**config.mk**
```make
export PLATFORM = sky130hd
export DESIGN_NAME = dmem_sized
export DESIGN_NICKNAME = d
export VERILOG_FILES = /design/src/rtl/dmem_pkg.sv /design/src/rtl/dmem_bank.sv /design/src/rtl/dmem_sized.sv
export SDC_FILE = /design/constraint.sdc
export NUM_CORES = 2
export LEC_CHECK = 0
export ABC_AREA = 1
export CAP_MARGIN = 20
export CELL_PAD_IN_SITES_DETAIL_PLACEMENT = 0
export CELL_PAD_IN_SITES_GLOBAL_PLACEMENT = 1
export CORE_MARGIN = 5
export CORE_UTILIZATION = 23
export DETAILED_ROUTE_END_ITERATION = 6
export PLACE_DENSITY_LB_ADDON = 0.1
export SLEW_MARGIN = 20
export SYNTH_ARGS = -nofsm -noshare
export SYNTH_HDL_FRONTEND = slang
export SYNTH_SLANG_ARGS = --single-unit
```
**constraint.sdc**
```tcl
create_clock -name clk -period 4.05 [get_ports clk]
set_clock_uncertainty 0.05 [all_clocks]
set_input_delay 0.6075 -clock clk [delete_from_list [all_inputs] [get_ports clk]]
set_output_delay 0.6075 -clock clk [all_outputs]
set_load 0.01 [all_outputs]
```
**src/rtl/dmem_pkg.sv**
```systemverilog
// dmem_pkg: shared types and lane helpers for the sized data memory
package dmem_pkg;

   typedef enum logic [2:0] {
      F3_B  = 3'b000,
      F3_H  = 3'b001,
      F3_W  = 3'b010,
      F3_BU = 3'b100,
      F3_HU = 3'b101
   } funct3_t;

   typedef enum logic [1:0] {IDLE, BUSY, RESP} state_t;

   // funct3[1:0] encodes the access size: 00 byte, 01 half, 10 word
   function automatic logic [3:0] lane_mask(input logic [1:0] sz, input logic [1:0] a);
      return sz == 2'b00 ? 4'b0001 << a : sz == 2'b01 ? (a[1] ? 4'b1100 : 4'b0011) : 4'b1111;
   endfunction

   function automatic logic [31:0] store_data(input logic [1:0] sz, input logic [31:0] d);
      return sz == 2'b00 ? {4{d[7:0]}} : sz == 2'b01 ? {2{d[15:0]}} : d;
   endfunction

   function automatic logic [31:0] load_ext(input logic [2:0] f3, input logic [1:0] a, input logic [31:0] w);
      logic [31:0] s;
      s = w >> {a, 3'b000};
      return f3 == F3_B  ? {{24{s[7]}}, s[7:0]} :
             f3 == F3_BU ? {24'b0, s[7:0]} :
             f3 == F3_H  ? {{16{s[15]}}, s[15:0]} :
             f3 == F3_HU ? {16'b0, s[15:0]} : w;
   endfunction

   function automatic logic f3_err(input logic [2:0] f3, input logic we, input logic [1:0] a);
      logic bad;
      bad = !(f3 inside {F3_B, F3_H, F3_W, F3_BU, F3_HU}) || (we && f3[2]);
      return bad || (f3[1:0] == 2'b01 && a[0]) || (f3 == F3_W && |a);
   endfunction

endpackage

```
**src/rtl/dmem_bank.sv**
```systemverilog
// dmem_bank: word RAM with byte-lane write enables and combinational read
module dmem_bank #(
   parameter int ADDR_W = 8
) (
   input  logic              clk,
   input  logic              we,
   input  logic [3:0]        be,
   input  logic [ADDR_W-3:0] idx,
   input  logic [31:0]       wdata,
   output logic [31:0]       rdata
);

   logic [31:0] mem [2**(ADDR_W-2)];

   always_ff @(posedge clk)
      for (int i = 0; i < 4; i++)
         if (we && be[i]) mem[idx][8*i +: 8] <= wdata[8*i +: 8];

   assign rdata = mem[idx];

endmodule

```
**src/rtl/dmem_sized.sv**
```systemverilog
// dmem_sized: RV32I-sized data memory with valid/ready request and wait states
module dmem_sized
   import dmem_pkg::*;
#(
   parameter int ADDR_W      = 8,
   parameter int WAIT_STATES = 0,
   parameter int CNT_W       = 4
) (
   input  logic        clk,
   input  logic        rst,
   input  logic        req_valid,
   output logic        req_ready,
   input  logic        req_we,
   input  logic [2:0]  req_funct3,
   input  logic [31:0] req_addr,
   input  logic [31:0] req_wdata,
   output logic        rsp_valid,
   output logic [31:0] rsp_rdata,
   output logic        rsp_err
);

   state_t st, st_nx;
   logic [CNT_W-1:0] cnt;
   logic we_q;
   logic [2:0] f3_q;
   logic [31:0] addr_q, wdata_q, rword;
   logic access, err;

   assign req_ready = st == IDLE;
   assign rsp_valid = st == RESP;
   assign access = st == BUSY && cnt == '0;
   assign err = f3_err(f3_q, we_q, addr_q[1:0]) || |addr_q[31:ADDR_W];

   always_comb begin
      st_nx = st;
      if (st == IDLE && req_valid) st_nx = BUSY;
      else if (access) st_nx = RESP;
      else if (st == RESP) st_nx = IDLE;
   end

   always_ff @(posedge clk or negedge rst)
      if (!rst) begin
         st <= IDLE;
         cnt <= '0;
         we_q <= 1'b0;
         f3_q <= '0;
         addr_q <= '0;
         wdata_q <= '0;
         rsp_rdata <= '0;
         rsp_err <= 1'b0;
      end else begin
         st <= st_nx;
         if (req_ready && req_valid) begin
            we_q <= req_we;
            f3_q <= req_funct3;
            addr_q <= req_addr;
            wdata_q <= req_wdata;
            cnt <= CNT_W'(WAIT_STATES);
         end else if (st == BUSY && cnt != '0) begin
            cnt <= cnt - 1'b1;
         end
         if (access) begin
            rsp_err <= err;
            rsp_rdata <= (err || we_q) ? '0 : load_ext(f3_q, addr_q[1:0], rword);
         end
      end

   // the store commits on the access edge only, so a reset before then drops it
   dmem_bank #(.ADDR_W(ADDR_W)) u_bank (
      .clk   (clk),
      .we    (access && we_q && !err),
      .be    (lane_mask(f3_q[1:0], addr_q[1:0])),
      .idx   (addr_q[ADDR_W-1:2]),
      .wdata (store_data(f3_q[1:0], wdata_q)),
      .rdata (rword)
   );

endmodule

```
# Word level (Yosys, flattened, before mapping)
# Memories as Yosys holds them, arrays and structs flattened.
# Index checks and enable logic that the tools add are counted.
[op_classes]
n_addsub = 1
n_eq_ne = 7
shifts = 2
n_mux = 23
n_reduce_logical = 29
[ops]
columns = ["cell", "n"]
rows = [
  ["32-bit two-way mux", 7],
  ["32-bit by 5-bit >> shifter with 16-bit output", 1],
  ["24-bit OR reduction", 1],
  ["4-bit two-way mux", 5],
  ["1-bit logical AND", 12],
  ["1-bit two-way mux", 8],
  ["3-bit equality test, second input constant", 2],
  ["2-bit two-way mux", 3],
  ["1-bit logical OR", 5],
  ["5-bit nonzero test", 1],
  ["2-bit by 1-bit equality test with 1-bit output, second input constant", 2],
  ["2-bit logical NOT", 2],
  ["4-bit logical NOT", 1],
  ["4-bit nonzero test", 1],
  ["1-bit by 2-bit << shifter with 4-bit output, first input constant", 1],
  ["4-bit by 1-bit subtractor with 4-bit output, second input constant", 1],
  ["3-bit by 1-bit equality test with 1-bit output, second input constant", 1],
  ["3-bit by 2-bit equality test with 1-bit output, second input constant", 1],
  ["3-bit logical NOT", 1],
  ["3-bit nonzero test", 1],
  ["2-bit equality test, second input constant", 1],
  ["1-bit logical NOT", 2],
  ["2-bit nonzero test", 1],
  ["2-bit OR reduction", 1],
]
[word_totals]
regBits = 107
ram_bits = 2048
input_bits = 71
output_inout_bits = 35
wordCells = 71
mem_count = 1
[mem_list]
columns = ["name", "depth", "word_bits", "read_ports", "rd_ports_with_merged_regs", "wr", "line_no", "text"]
rows = [
  ["u_bank.mem", 64, 32, 1, 0, 1, "dmem_bank.sv:13", "logic [31:0] mem [2**(ADDR_W-2)];"],
]

# Longest topological paths before layout
[logic_depth]
ltp_word = 12
depth_mapped = 21
ltp_nobuf = 19

# Modules after synthesis
# From an unflattened synthesis, not the netlist that was laid out.
[hier_totals]
cells_unflattened = 9452
area_unflattened_um2 = 92464.9
[modules_own_cells]
columns = ["module", "n_inst", "cells_each", "area_each_um2", "seq_area_each_um2"]
rows = [
  ["dmem_bank", 1, 8691, 87059.7, 61499.0],
  ["dmem_sized", 1, 761, 5405.2, 2677.6],
]

# Worst setup path before layout
# OpenSTA, ideal clock, no wires.
[synth_path]
path_kind = "flip-flop to flip-flop"
from = "reg f3_q[1]"
to = "mem u_bank.mem[0][10], data pin"
setup_ns = 0.702
arrival_time_ns = 3.374
required_ns = 3.298
slack_ns = -0.076
path_stages_with_launch = 5
n_path_buf = 2
synth_period_minus_slack_ns = 4.126
path_cell_list = "dfrtp_1 -> clkbuf_1 -> nor2_1 -> clkbuf_1 -> o21ai_0"
[synth_between]
elab_chain_len = 2
[synth_lines]
columns = ["item", "line_no", "text"]
rows = [
  ["start: declaration", "dmem_sized.sv:25", "logic [2:0] f3_q;"],
  ["start signal: assignment", "dmem_sized.sv:55", "f3_q <= req_funct3;"],
  ["2-bit logical NOT", "dmem_pkg.sv:20", "return sz == 2'b00 ? {4{d[7:0]}} : sz == 2'b01 ? {2{d[15:0]}} : d;"],
  ["32-bit two-way mux", "dmem_pkg.sv:20", ""],
  ["named net u_bank.wdata[10]", "dmem_bank.sv:9", "input logic [31:0] wdata,"],
  ["end: declaration", "dmem_bank.sv:13", ""],
]
# The timed path passes the listed nets, and every way through them passes these cells.

# Worst setup path after layout
[layout_path]
from = "reg addr_q[3]"
to = "reg rsp_rdata[26]"
[layout_between]
elab_chain_len = 6
elab_cells_between_ends = 7
cone_classes = "shift: 1; mux: 5; memory: 1"
[layout_lines]
columns = ["item", "line_no", "text"]
rows = [
  ["start: declaration", "dmem_sized.sv:26", "logic [31:0] addr_q, wdata_q, rword;"],
  ["start signal: assignment", "dmem_sized.sv:56", "addr_q <= req_addr;"],
  ["memory read 64 x 32 bit (*)", "-", ""],
  ["32-bit by 5-bit >> shifter with 16-bit output or 32-bit two-way mux (tied branches)", "dmem_pkg.sv:25, dmem_pkg.sv:29", ""],
  ["32-bit two-way mux", "dmem_pkg.sv:28", "f3 == F3_H ? {{16{s[15]}}, s[15:0]} :"],
  ["32-bit two-way mux", "dmem_pkg.sv:27", "f3 == F3_BU ? {24'b0, s[7:0]} :"],
  ["32-bit two-way mux (*)", "dmem_pkg.sv:26", "return f3 == F3_B ? {{24{s[7]}}, s[7:0]} :"],
  ["32-bit two-way mux (*)", "dmem_sized.sv:64", "rsp_rdata <= (err || we_q) ? '0 : load_ext(f3_q, addr_q[1:0], rword);"],
  ["end signal: assignment", "dmem_sized.sv:64", ""],
  ["end: declaration", "dmem_sized.sv:18", "output logic [31:0] rsp_rdata,"],
]
# Mark *: on every way between the ends. The rest lies on a longest branch, timed or not.
# A chain may end at the register's enable or synchronous reset.

==> qor.yml <==
status: "finished, final reports clean"
crit_type: "flip-flop to flip-flop"
finalNonFillerCells: 13200
final_nets: 8095
route.detailed.drc: 0
antenna_found_initial: 24
cts_tree: "done"
power_leakage_nw: 38.2
dp_cells: 12800
worstReg2RegStart: "addr_q[3]$_DFFE_PN0P_"
numClockSinks: 2155
max_cap_violations: 0
nFillCells: 39200
netlist.top_cell.by_area: "edfxtp_1"
ir_drop_uv: 613
netlist_area_um2: 87300
portBuffers: 105
gr-total-overflow: 0
design.core.area_um2: 379000
end_kind: "flip-flop"
cp.arrival_ns: 4.60
yosys_warnings: 0
setup_viol: 0
rsz0062_at_grt: "false"
fin_area_um2: 106000
cts_buffers: 272
grtUsageTotal_pct: 18.1
period_share_pct: 95.9
synth_nets: 7617
die_h_um: 626
wire_per_inst_um: 27.5
via_per_inst: 4.41
utilization_pct: 28.0
ys_seq_area_share_pct: 73.5
cts_buffer_depth: 4
tightest_slew_ns: 1.17
powerDensity_nw_per_um2: 775
dpl_cell_area_um2: 97700
required_ns: 4.77
synth_flop_cell: "edfxtp_1"
vias: 58400
multiInputGateArea_um2: 20600
post_cts_buffers: 0
pre_cts_slack_ns: 0.0444
start_util_pct: 23.1
async_flop_share_pct: 4.97
path_max_fanout: 39
holdCritPathClass: "primary input to flip-flop"
synth_top_area_share_pct: 70.4
syn2layout_area_growth_pct: 21.3
cts-root-buf: "clkbuf_16"
dr.first_iter.drc_count: 4241
holdWs_ns: 0.200
synthTopCellsByArea: "edfxtp_1, nand2_1, a21oi_1"
synth.ff_latch_count: 2155
gp_congestion: 0.775
r2r_setup_slack_ns: 0.17
syn_inst: 7544
synth.avg_cell_area_um2: 11.6
die_w_um: 626
slew_headroom_pct: 21.8
cts.htree.levels: 5
tns_ns: 0
r2r_end: "rsp_rdata[26]$_DFFE_PN0P_"
ys_types: 40
grt_pass1_vias: 59000
critPathLaunchType: "flip-flop"
rows: 226
finalMaxSlewViolations: 0
max_freq_mhz: 258
total_power_mw: 82.1
die_area_um2: 392000
timing.final.ws_setup_ns: 0.167
wl_um: 365000
final_hold_viol_count: 0
ant_nets: 0
min-delay-start: "req_wdata[21]"
clkSlewWorstSetupHoldPaths_ns: 0.06
dr.pass1.iters: 5
pin_count: 106
synth.most_common_cell: "nand2_1"
drive_gt1_share_pct: 11.6
register_area_um2: 64200
crit_path_end: "rsp_rdata[26]$_DFFE_PN0P_"
synthTopCellsByCount: "nand2_1, edfxtp_1, a21oi_1, nor2_1, o21ai_0"
grt_pass1_wl_um: 501000
grt_start_max_net_pins: 98
reg2regPathDepth: 18
dpl.hpwl_um: 231000
synth-edff-count: 2048
startpoint: "addr_q[3]$_DFFE_PN0P_"
fin_crit_ns: 3.88
clk-insertion-delay-late_ns: 0.90
-- cell type report --
class	instances	area share, %
clock inverters	130	1.03
clock buffers	347	6.73
diodes	5	0.0118
well taps	5016	5.93
repair buffers	631	5.59
multi-input cells	4796	19.5
inverters	166	0.613
flip-flops and latches	2155	60.6
-- placed cells by master, fill, tap and decap left out, drive strengths merged, types with 106 or more instances in the layout --
| cell | netlist | final |
|---|---|---|
| nand2 | 2971 | 2971 |
| edfxtp | 2048 | 2048 |
| a21oi | 550 | 550 |
| buf | 321 | 526 |
| nor2 | 493 | 493 |
| o21ai | 449 | 449 |
| clkbuf | 106 | 347 |
| inv | 165 | 176 |
| dfrtp | 107 | 107 |
| clkinv | 1 | 106 |
-- what timing repair did --
item / in CTS / in global routing
endpoints found under the setup margin: 0 / 1
resized for setup: 0 / 1
hold buffers: 1 / 0
hold endpoints to repair: 83 / 0
-- registers in the layout (all words and copies together) (netlist names) --
name        count
addr_q         32
cnt             4
f3_q            3
rsp_err         1
rsp_rdata      32
st              2
u_bank.mem   2048
wdata_q        32
we_q            1
-- cell families after synthesis --
kind of cell / share of synthesized area, %
and+or+nand+nor: 15.9
DFF: 73.5
buffers and inverters: 3.18
AOI/OAI and AO/OA: 7.35
adders and majority gates: 0.0287
-- layer usage --
| metal | wire, um | track usage [%] | vias up |
|---|---|---|---|
| met5 | 0 | 0 | - |
| met4 | 8350 | 4.02 | 0 |
| met3 | 12200 | 2.00 | 382 |
| met2 | 176000 | 30.6 | 1166 |
| met1 | 169000 | 25.1 | 29800 |
| li1 | - | - | 27000 |
-- where the power goes --
part / leakage (nW) / switching, mW / total [mW] / internal, mW
combinational: 14.2 / 23.2 / 29.7 / 6.50
sequential: 20.0 / 0.368 / 29.4 / 29.1
clock: 3.99 / 9.80 / 23.0 / 13.2
-- critical path: stages (launching register included) --
cell	delay [ns]
dfrtp_4	0.58
inv_8	0.42
nor2_4	0.07
buf_4	0.23
o211ai_1	0.17
nand2_1	0.08
o21ai_1	0.44
nand2_1	0.10
nor2_1	0.27
nand2_1	0.24
buf_4	0.23
nand2_1	0.06
nand2_1	0.09
nor2_1	0.19
inv_1	0.09
nand2_2	0.19
nand2_1	0.09
nand2_1	0.07
nand2_1	0.05
-- how the worst min path moves through the flow --
stage	to	slack, ns	cells after the start
final	wdata_q[21]$_DFFE_PN0P_	0.20	3
after global routing	wdata_q[1]$_DFFE_PN0P_	0.15	3
after CTS	wdata_q[21]$_DFFE_PN0P_	0.11	3
after floorplan	addr_q[0]$_DFFE_PN0P_	0.26	0
after detailed placement	cnt[3]$_DFFE_PN0P_	0.42	1
after global placement	cnt[3]$_DFFE_PN0P_	0.41	1
Power figures use the tool's default switching activity.
